--- config.mk ---
export PLATFORM = sky130hd
export DESIGN_NAME = regfile_write_arbiter
export DESIGN_NICKNAME = d
export VERILOG_FILES = /design/src/rtl/regfile_write_arbiter.sv
export SDC_FILE = /design/constraint.sdc
export NUM_CORES = 1
export LEC_CHECK = 0
export BUFFER_PORTS_ARGS = -buffer_cell sky130_fd_sc_hd__buf_2
export CORE_UTILIZATION = 48
export DETAILED_ROUTE_END_ITERATION = 8
export HOLD_SLACK_MARGIN = 0.1
export MAX_ROUTING_LAYER = met4
export PLACE_DENSITY = 0.91
export SYNTH_ARGS = -nofsm -noshare
export SYNTH_HDL_FRONTEND = slang
export SYNTH_SLANG_ARGS = --single-unit
--- constraint.sdc ---
create_clock -name clk -period 4.6 [get_ports clk]
set_input_delay 0.69 -clock clk [delete_from_list [all_inputs] [get_ports clk]]
set_output_delay 0.69 -clock clk [all_outputs]
set_load 0.005 [all_outputs]
--- src/rtl/regfile_write_arbiter.sv ---
// Round-robin arbiter merging NREQ register-file write requesters onto one write port, with a pending-write (busy) bitmap.
// Latency: grant is combinational; the winner's write appears on wr_* one cycle after the transfer.
// Backpressure: the write port never stalls; exactly one valid requester is granted per cycle, none while in reset.
module regfile_write_arbiter #(
  parameter int NREQ = 3,
  parameter int AW   = 5,
  parameter int DW   = 32
) (
  input  logic                 clk,
  input  logic                 rstd,
  input  logic [NREQ-1:0]      req_valid,
  output logic [NREQ-1:0]      req_ready,
  input  logic [NREQ*AW-1:0]   req_addr,
  input  logic [NREQ*DW-1:0]   req_data,
  input  logic                 rsv_valid,
  input  logic [AW-1:0]        rsv_addr,
  output logic                 wr_en,
  output logic [AW-1:0]        wr_addr,
  output logic [DW-1:0]        wr_data,
  output logic [1:0]           grant_id,
  output logic [(1<<AW)-1:0]   busy
);

  logic [1:0]          r_last;
  logic                r_wr_en;
  logic [AW-1:0]       r_wr_addr;
  logic [DW-1:0]       r_wr_data;
  logic [1:0]          r_grant_id;
  logic [(1<<AW)-1:0]  r_busy;

  logic [1:0]          w_ord [NREQ];
  logic                w_found;
  logic [1:0]          w_win;
  logic [AW-1:0]       w_addr;
  logic [DW-1:0]       w_data;
  logic                w_commit;
  logic [(1<<AW)-1:0]  w_busy_nxt;

  // Search order starts just after the last winner and wraps around.
  always_comb begin
    case (r_last)
      2'd0:    begin w_ord[0] = 2'd1; w_ord[1] = 2'd2; w_ord[2] = 2'd0; end
      2'd1:    begin w_ord[0] = 2'd2; w_ord[1] = 2'd0; w_ord[2] = 2'd1; end
      default: begin w_ord[0] = 2'd0; w_ord[1] = 2'd1; w_ord[2] = 2'd2; end
    endcase
  end

  // Pick the first valid requester in search order; nothing is granted during reset.
  always_comb begin
    w_found   = 1'b0;
    w_win     = 2'd0;
    req_ready = '0;
    for (int k = 0; k < NREQ; k++) begin
      if (!w_found && req_valid[w_ord[k]]) begin
        w_found = 1'b1;
        w_win   = w_ord[k];
      end
    end
    if (rstd) begin
      w_found = 1'b0;
    end
    if (w_found) begin
      req_ready[w_win] = 1'b1;
    end
  end

  // Mux the winner's address and data onto the write path.
  always_comb begin
    w_addr = '0;
    w_data = '0;
    for (int i = 0; i < NREQ; i++) begin
      if (w_win == 2'(i)) begin
        w_addr = req_addr[i*AW +: AW];
        w_data = req_data[i*DW +: DW];
      end
    end
    w_commit = w_found && (w_addr != '0);
  end

  // Busy bitmap: a reservation set beats a same-address clear; r0 is never busy.
  always_comb begin
    w_busy_nxt = r_busy;
    if (w_commit) begin
      w_busy_nxt[w_addr] = 1'b0;
    end
    if (rsv_valid && (rsv_addr != '0)) begin
      w_busy_nxt[rsv_addr] = 1'b1;
    end
    w_busy_nxt[0] = 1'b0;
  end

  // Register the pointer, the write port and the busy bitmap; r0 writes are acked but not committed.
  always_ff @(posedge clk) begin
    if (rstd) begin
      r_last     <= 2'd2;
      r_wr_en    <= 1'b0;
      r_wr_addr  <= '0;
      r_wr_data  <= '0;
      r_grant_id <= 2'd0;
      r_busy     <= '0;
    end else begin
      if (w_found) begin
        r_last <= w_win;
      end
      r_wr_en <= w_commit;
      if (w_commit) begin
        r_wr_addr  <= w_addr;
        r_wr_data  <= w_data;
        r_grant_id <= w_win;
      end
      r_busy <= w_busy_nxt;
    end
  end

  assign wr_en    = r_wr_en;
  assign wr_addr  = r_wr_addr;
  assign wr_data  = r_wr_data;
  assign grant_id = r_grant_id;
  assign busy     = r_busy;

endmodule

Yosys cells after proc, flatten, opt, wreduce, memory -nomap -nowiden. Index checks and enable logic that the tools add are counted.

Register bits after elaboration: 74. Latch bits: 0. Memory bits (writable): 0. Memory bits (read-only): 0. Input port bits: 122. Output and inout port bits: 75. Logic and storage cells: 64. Memories kept: 0.

Add/sub/neg operators: 0. Multiply operators: 0. Div/mod/pow operators: 0. Order comparisons: 9. Eq/ne operators: 3. Shift-type cells: 0. Muxes and demuxes: 29. Bitwise operators: 3. Reduce and logical (&&, ||, !) cells: 13.

Operator list (count): 32-bit 2-to-1 mux (5); 32-bit AND (1); 32-bit inverter (1); 32-bit bitwise OR (1); 5-bit 2-to-1 mux (3); 2-bit by 3-bit < comparator with 1-bit output (second input constant) (4); 5-bit by 6-bit < comparator with 1-bit output (second input constant) (2); 6-bit one-hot mux with 2 select lines (1); 1-bit demux with 5-bit select (2); 5-bit by 1-bit >= comparator with 1-bit output (second input constant) (2); 1-bit 2-to-1 mux (10); 5-bit nonzero test (2); 1-bit logical AND (7); 1-bit binary-select mux with 2-bit select (3); 2-bit 2-to-1 mux (3); 2-bit by 1-bit == test with 1-bit output (second input constant) (2); 2-bit logical NOT (2); 3-bit 2-to-1 mux (1); 1-bit demux with 2-bit select (1); 2-bit == test (second input constant) (1); 2-bit by 1-bit >= comparator with 1-bit output (second input constant) (1); 1-bit logical NOT (2).

Longest topological paths before layout.
Depth after elaboration: 24. Depth in mapped cells: 12. Gate-level depth less buffers: 8.

Worst setup path after synthesis. Ideal clock, no wire load.

Path kind: input port to output port. Start: input port req_valid[2]. End: output port req_ready[2]. Arrival: 2.050 ns. Required time: 3.910 ns. Setup slack: 1.860 ns. Stages on the path: 6. Path buffers: 3. Path through: nor2b_1 -> a22oi_1 -> clkbuf_1 -> clkbuf_1 -> buf_2 -> nor2_1.

Word-level cells in the longest chain between the ends: 14. Elaborated cells between the ends (all ways): 23. Classes of those cells: 2 x order compare; 16 x mux; 5 x reduce/logical.

Ends and longest elaborated chain: start, declared (line 11) `input logic [NREQ-1:0] req_valid,`; 1-bit binary-select mux with 2-bit select (line 54) `if (!w_found && req_valid[w_ord[k]]) begin`; 1-bit 2-to-1 mux (implied by the code) (line 54); 1-bit 2-to-1 mux (line 54); 1-bit logical NOT (line 54); 1-bit logical AND (line 54); 1-bit 2-to-1 mux (line 54); 1-bit logical NOT (line 54); 1-bit logical AND (line 54); 2-bit 2-to-1 mux (line 54); 2-bit by 3-bit < comparator with 1-bit output (implied by the code) or 2-bit by 1-bit >= comparator with 1-bit output (tied branches) (line 63) `req_ready[w_win] = 1'b1;`; 1-bit logical AND (implied by the code) (line 63); 1-bit 2-to-1 mux (implied by the code) (line 63); 1-bit demux with 2-bit select (line 63); 3-bit 2-to-1 mux * (line 62) `if (w_found) begin`; end, declared (line 12) `output logic [NREQ-1:0] req_ready,`.

Every way passes the cells marked *; elsewhere a longest branch is shown, timed or not. The select of a mux whose other input is x is not followed.

Final worst setup path.
Start: input port req_valid[2]. End: register r_wr_addr[3] (netlist: wr_addr[3]).

Word-level cells in the longest chain between the ends: 15. Elaborated cells between the ends (all ways): 25. Classes of those cells: 2 x eq/ne; 16 x mux; 7 x reduce/logical.

Ends and longest elaborated chain: 1-bit binary-select mux with 2-bit select (line 54); 1-bit 2-to-1 mux (implied by the code) (line 54); 1-bit 2-to-1 mux (line 54); 1-bit logical NOT (line 54); 1-bit logical AND (line 54); 1-bit 2-to-1 mux (line 54); 1-bit logical NOT (line 54); 1-bit logical AND (line 54); 2-bit 2-to-1 mux (line 54); 2-bit logical NOT (line 72) `if (w_win == 2'(i)) begin`; 5-bit 2-to-1 mux (3 in series) (line 72); 5-bit nonzero test (line 77) `w_commit = w_found && (w_addr != '0);`; 1-bit logical AND (line 77); end signal, assigned (line 107) `r_wr_addr <= w_addr;`; end, declared (line 26) `logic [AW-1:0] r_wr_addr;`.

Parallel ways exist; a longest one is shown, timed or not. The select of a mux whose other input is x is not followed. A chain may end at the register's enable or synchronous reset.

==> flow_summary.yaml <==
timing:
  slew_headroom_pct: 40.7
  finalCritPeriodShare_pct: 77.6
  tightest_slew_ps: 887
  fin_worst_skew_ps: 13.1
  hold_ws_ps: 453
  rsz0062_at_grt: "false"
  drv_slew: 0
  finalSetupViolCount: 0
  hold_viol: 0
  fin_ws_ps: 1030
  layout_min_cycle_time_ps: 3570
  timing.fmax_mhz: 280
  finalSetupTns_ps: 0
synthesis:
  yosys.area.top_type: "dfxtp_1"
  synth_edf_count: 0
  synth_nets: 582
  yosysSeqAreaShare_pct: 40.9
  synthTopCellsByCount: "107 x nand2_1, 73 x dfxtp_1, 44 x a21oi_1"
  ys_seq_elements: 73
  netlist_area_mm2: 0.00357
  syn_area_per_cell_um2: 7.77
  netlist_instances: 460
  synthArstFlopShare_pct: 0
  yosysMostFrequentCell: "nand2_1"
  yosysTopAreaCellShare_pct: 40.9
  yosysWarnings: 0
  synth_ff_type: "dfxtp_1"
  synth_area_leaders: "dfxtp_1 41%, nand2_1 11%, a21oi_1 6.2%, nand3_1 4.1%, o211ai_2 3.5%"
  netlist-cell-type-count: 44
routing:
  wl_um: 11300
  drtIter0Drc: 225
  dr.pass1.iters: 8
  drc: 0
  ant_nets: 0
  vias: 4160
  wl_per_cell_um: 15.3
  routed_via_density: 5.61
power_and_ir_drop:
  power.internal_w: 0.00108
  combinationalPowerShare_pct: 23.0
  swShare_pct: 30.2
  pwr-share-clk_pct: 32.2
  irDropWorstVdd_v: 0.000154
  power_leakage_nw: 2.24
  powerDensity_mw_per_mm2: 327
  pwr-share-seq_pct: 44.8
  switchingPower_w: 0.000468
placed_design:
  post-place-cells: 726
  hpwl_um: 8460
  gp_congestion: 0.998
  port_buffers: 195
  place_ws_ps: 669
run:
  drv_cap: 0
cts:
  numCtsBuffers: 9
  root_buffer: "clkbuf_8"
  cts_resized: 0
  clock_tree.buffer_depth: 2
  hold_buffers: 0
  clk_pin_slew_ps: 80
  post_cts_buffers: 0
  cts_sinks: 73
  cts_tree: "done"
  h-tree-depth: 3
  worstSkewPairLatency_ps: 350
setup_path:
  crit_required_ps: 4890
  cp-end-kind: "register"
  ff2ff_path_depth: 9
  cp_max_fo: 30
  setup.worst_path.start: "req_valid[2]"
  crit_type: "input pin to register"
  rr_startpoint: "r_last[1]"
  startpoint_type: "input pin"
  crit_arrival_ps: 3860
cells_and_area:
  stdcell_count: 742
  seqCellArea_mm2: 0.00146
  fillCellCount: 621
  areaGrowthSynthToFinish_pct: 32.6
  final_nets: 760
  drive_gt1_share_pct: 38.3
  utilization_pct: 65.7
  multi_input_area_mm2: 0.00192
floorplanning:
  fp.dieH_um: 88.3
  start_util_pct: 49.5
  pin_count: 197
  num_rows: 31
  coreArea_mm2: 0.00721
  die_area_mm2: 0.00779
  die_w_um: 88.3
outcome:
  status: "finished, final reports clean"
global_route:
  grt_pass1_vias: 3750
  globalRouteTotalUtil_pct: 30.1
  antenna_found_initial: 1
  grtUsageMet1_pct: 36.1
  grt_pass1_wl_um: 17400
  busiest_layer: "met2"
  grt_use_met2_pct: 47.6
  overflow: 0
  grt_max_degree: 67
  use_met3_pct: 6.53
worst_hold_path:
  hold_path_class: "register to register"
  hold_depth: 2
  min-delay-start: "wr_data[1]"
## area by class of cell
| cell class | count | area share, % |
|---|---|---|
| antenna | 1 | 0.0528 |
| clock buffer | 10 | 2.91 |
| clock inverter | 5 | 1.19 |
| inverter | 4 | 0.423 |
| multi-input combinational | 350 | 40.6 |
| sequential | 73 | 30.9 |
| tap | 99 | 2.61 |
| timing repair buffer | 200 | 21.4 |
## critical path: stages
cell and delay, ps:
buf_2 120, nor2b_1 400, o21ai_2 140, buf_4 250
nor3_1 320, o22a_1 270, a41o_1 660, clkinv_4 420
nor2_2 380, a22o_1 190
## state kept, by name (all words and copies together) (netlist names)
name and flops:
r_last 2, wr_addr 5, busy 31, wr_en 1, grant_id 2, wr_data 32
## stage by stage
step / power (W) / instance area [µm²]
3_3_place_gp: 0.00105 / 4540
4_1_cts: 0.00155 / 4730
2_1_floorplan: 0.000919 / 3570
6_report: 0.00155 / 4740
3_5_place_dp: 0.00106 / 4540
5_1_grt: 0.00163 / 4740
## metal layers
metal | up-vias | part of all wire [%] | wire length (µm)
met5 | - | 0 | 0
met4 | 0 | 3.7 | 420
met3 | 38 | 7.7 | 872
met2 | 253 | 50 | 5630
met1 | 1877 | 39 | 4400
li1 | 1992 | - | -
## final timing paths
check,endpoint,slack [ps]
max reg2reg,wr_addr[3],1180
min reg2reg,wr_data[1],450
min,wr_data[1],450
max,wr_addr[3],1030
## power by group through the flow
stage / registers, W / clock network, W / logic, W
2_1_floorplan: 0.000710 / 0 / 0.000209
3_3_place_gp: 0.000708 / 0 / 0.000341
3_5_place_dp: 0.000708 / 0 / 0.000354
4_1_cts: 0.000694 / 0.000505 / 0.000355
5_1_grt: 0.000699 / 0.000537 / 0.000394
6_report: 0.000695 / 0.000499 / 0.000356
## cells in the final DEF, fill, tap and decap left out, drive strengths merged, types with 2 or more instances in the layout
| cell | count |
|---|---|
| a31o | 2 |
| a211oi | 6 |
| mux2 | 2 |
| nor2 | 28 |
| nand3 | 29 |
| nand2b | 3 |
| a31oi | 4 |
| o31ai | 7 |
| and3 | 2 |
| nor3b | 4 |
| a21o | 7 |
| a21oi | 54 |
| o22ai | 7 |
| and3b | 2 |
| or2 | 3 |
| inv | 3 |
| o211ai | 21 |
| clkbuf | 10 |
| o21ai | 25 |
| nand2 | 107 |
| a22o | 9 |
| nor3 | 15 |
| o32ai | 2 |
| buf | 200 |
| a22oi | 2 |
| clkinv | 4 |
| dfxtp | 73 |
## cell families (layout without fill, tap and decap cells)
| family | after synthesis | count (layout) | share of synthesized area (%) |
|---|---|---|---|
| AND/OR/NAND/NOR | 195 | 195 | 23.6 |
| AO/OA/AOI/OAI | 151 | 151 | 29.0 |
| flip-flops | 73 | 73 | 40.9 |
| buffers and inverters | 37 | 219 | 5.53 |
| multiplexers | 3 | 3 | 0.911 |
| other | 1 | 2 | 0.105 |
No activity file was read; power rests on OpenSTA's default activity.
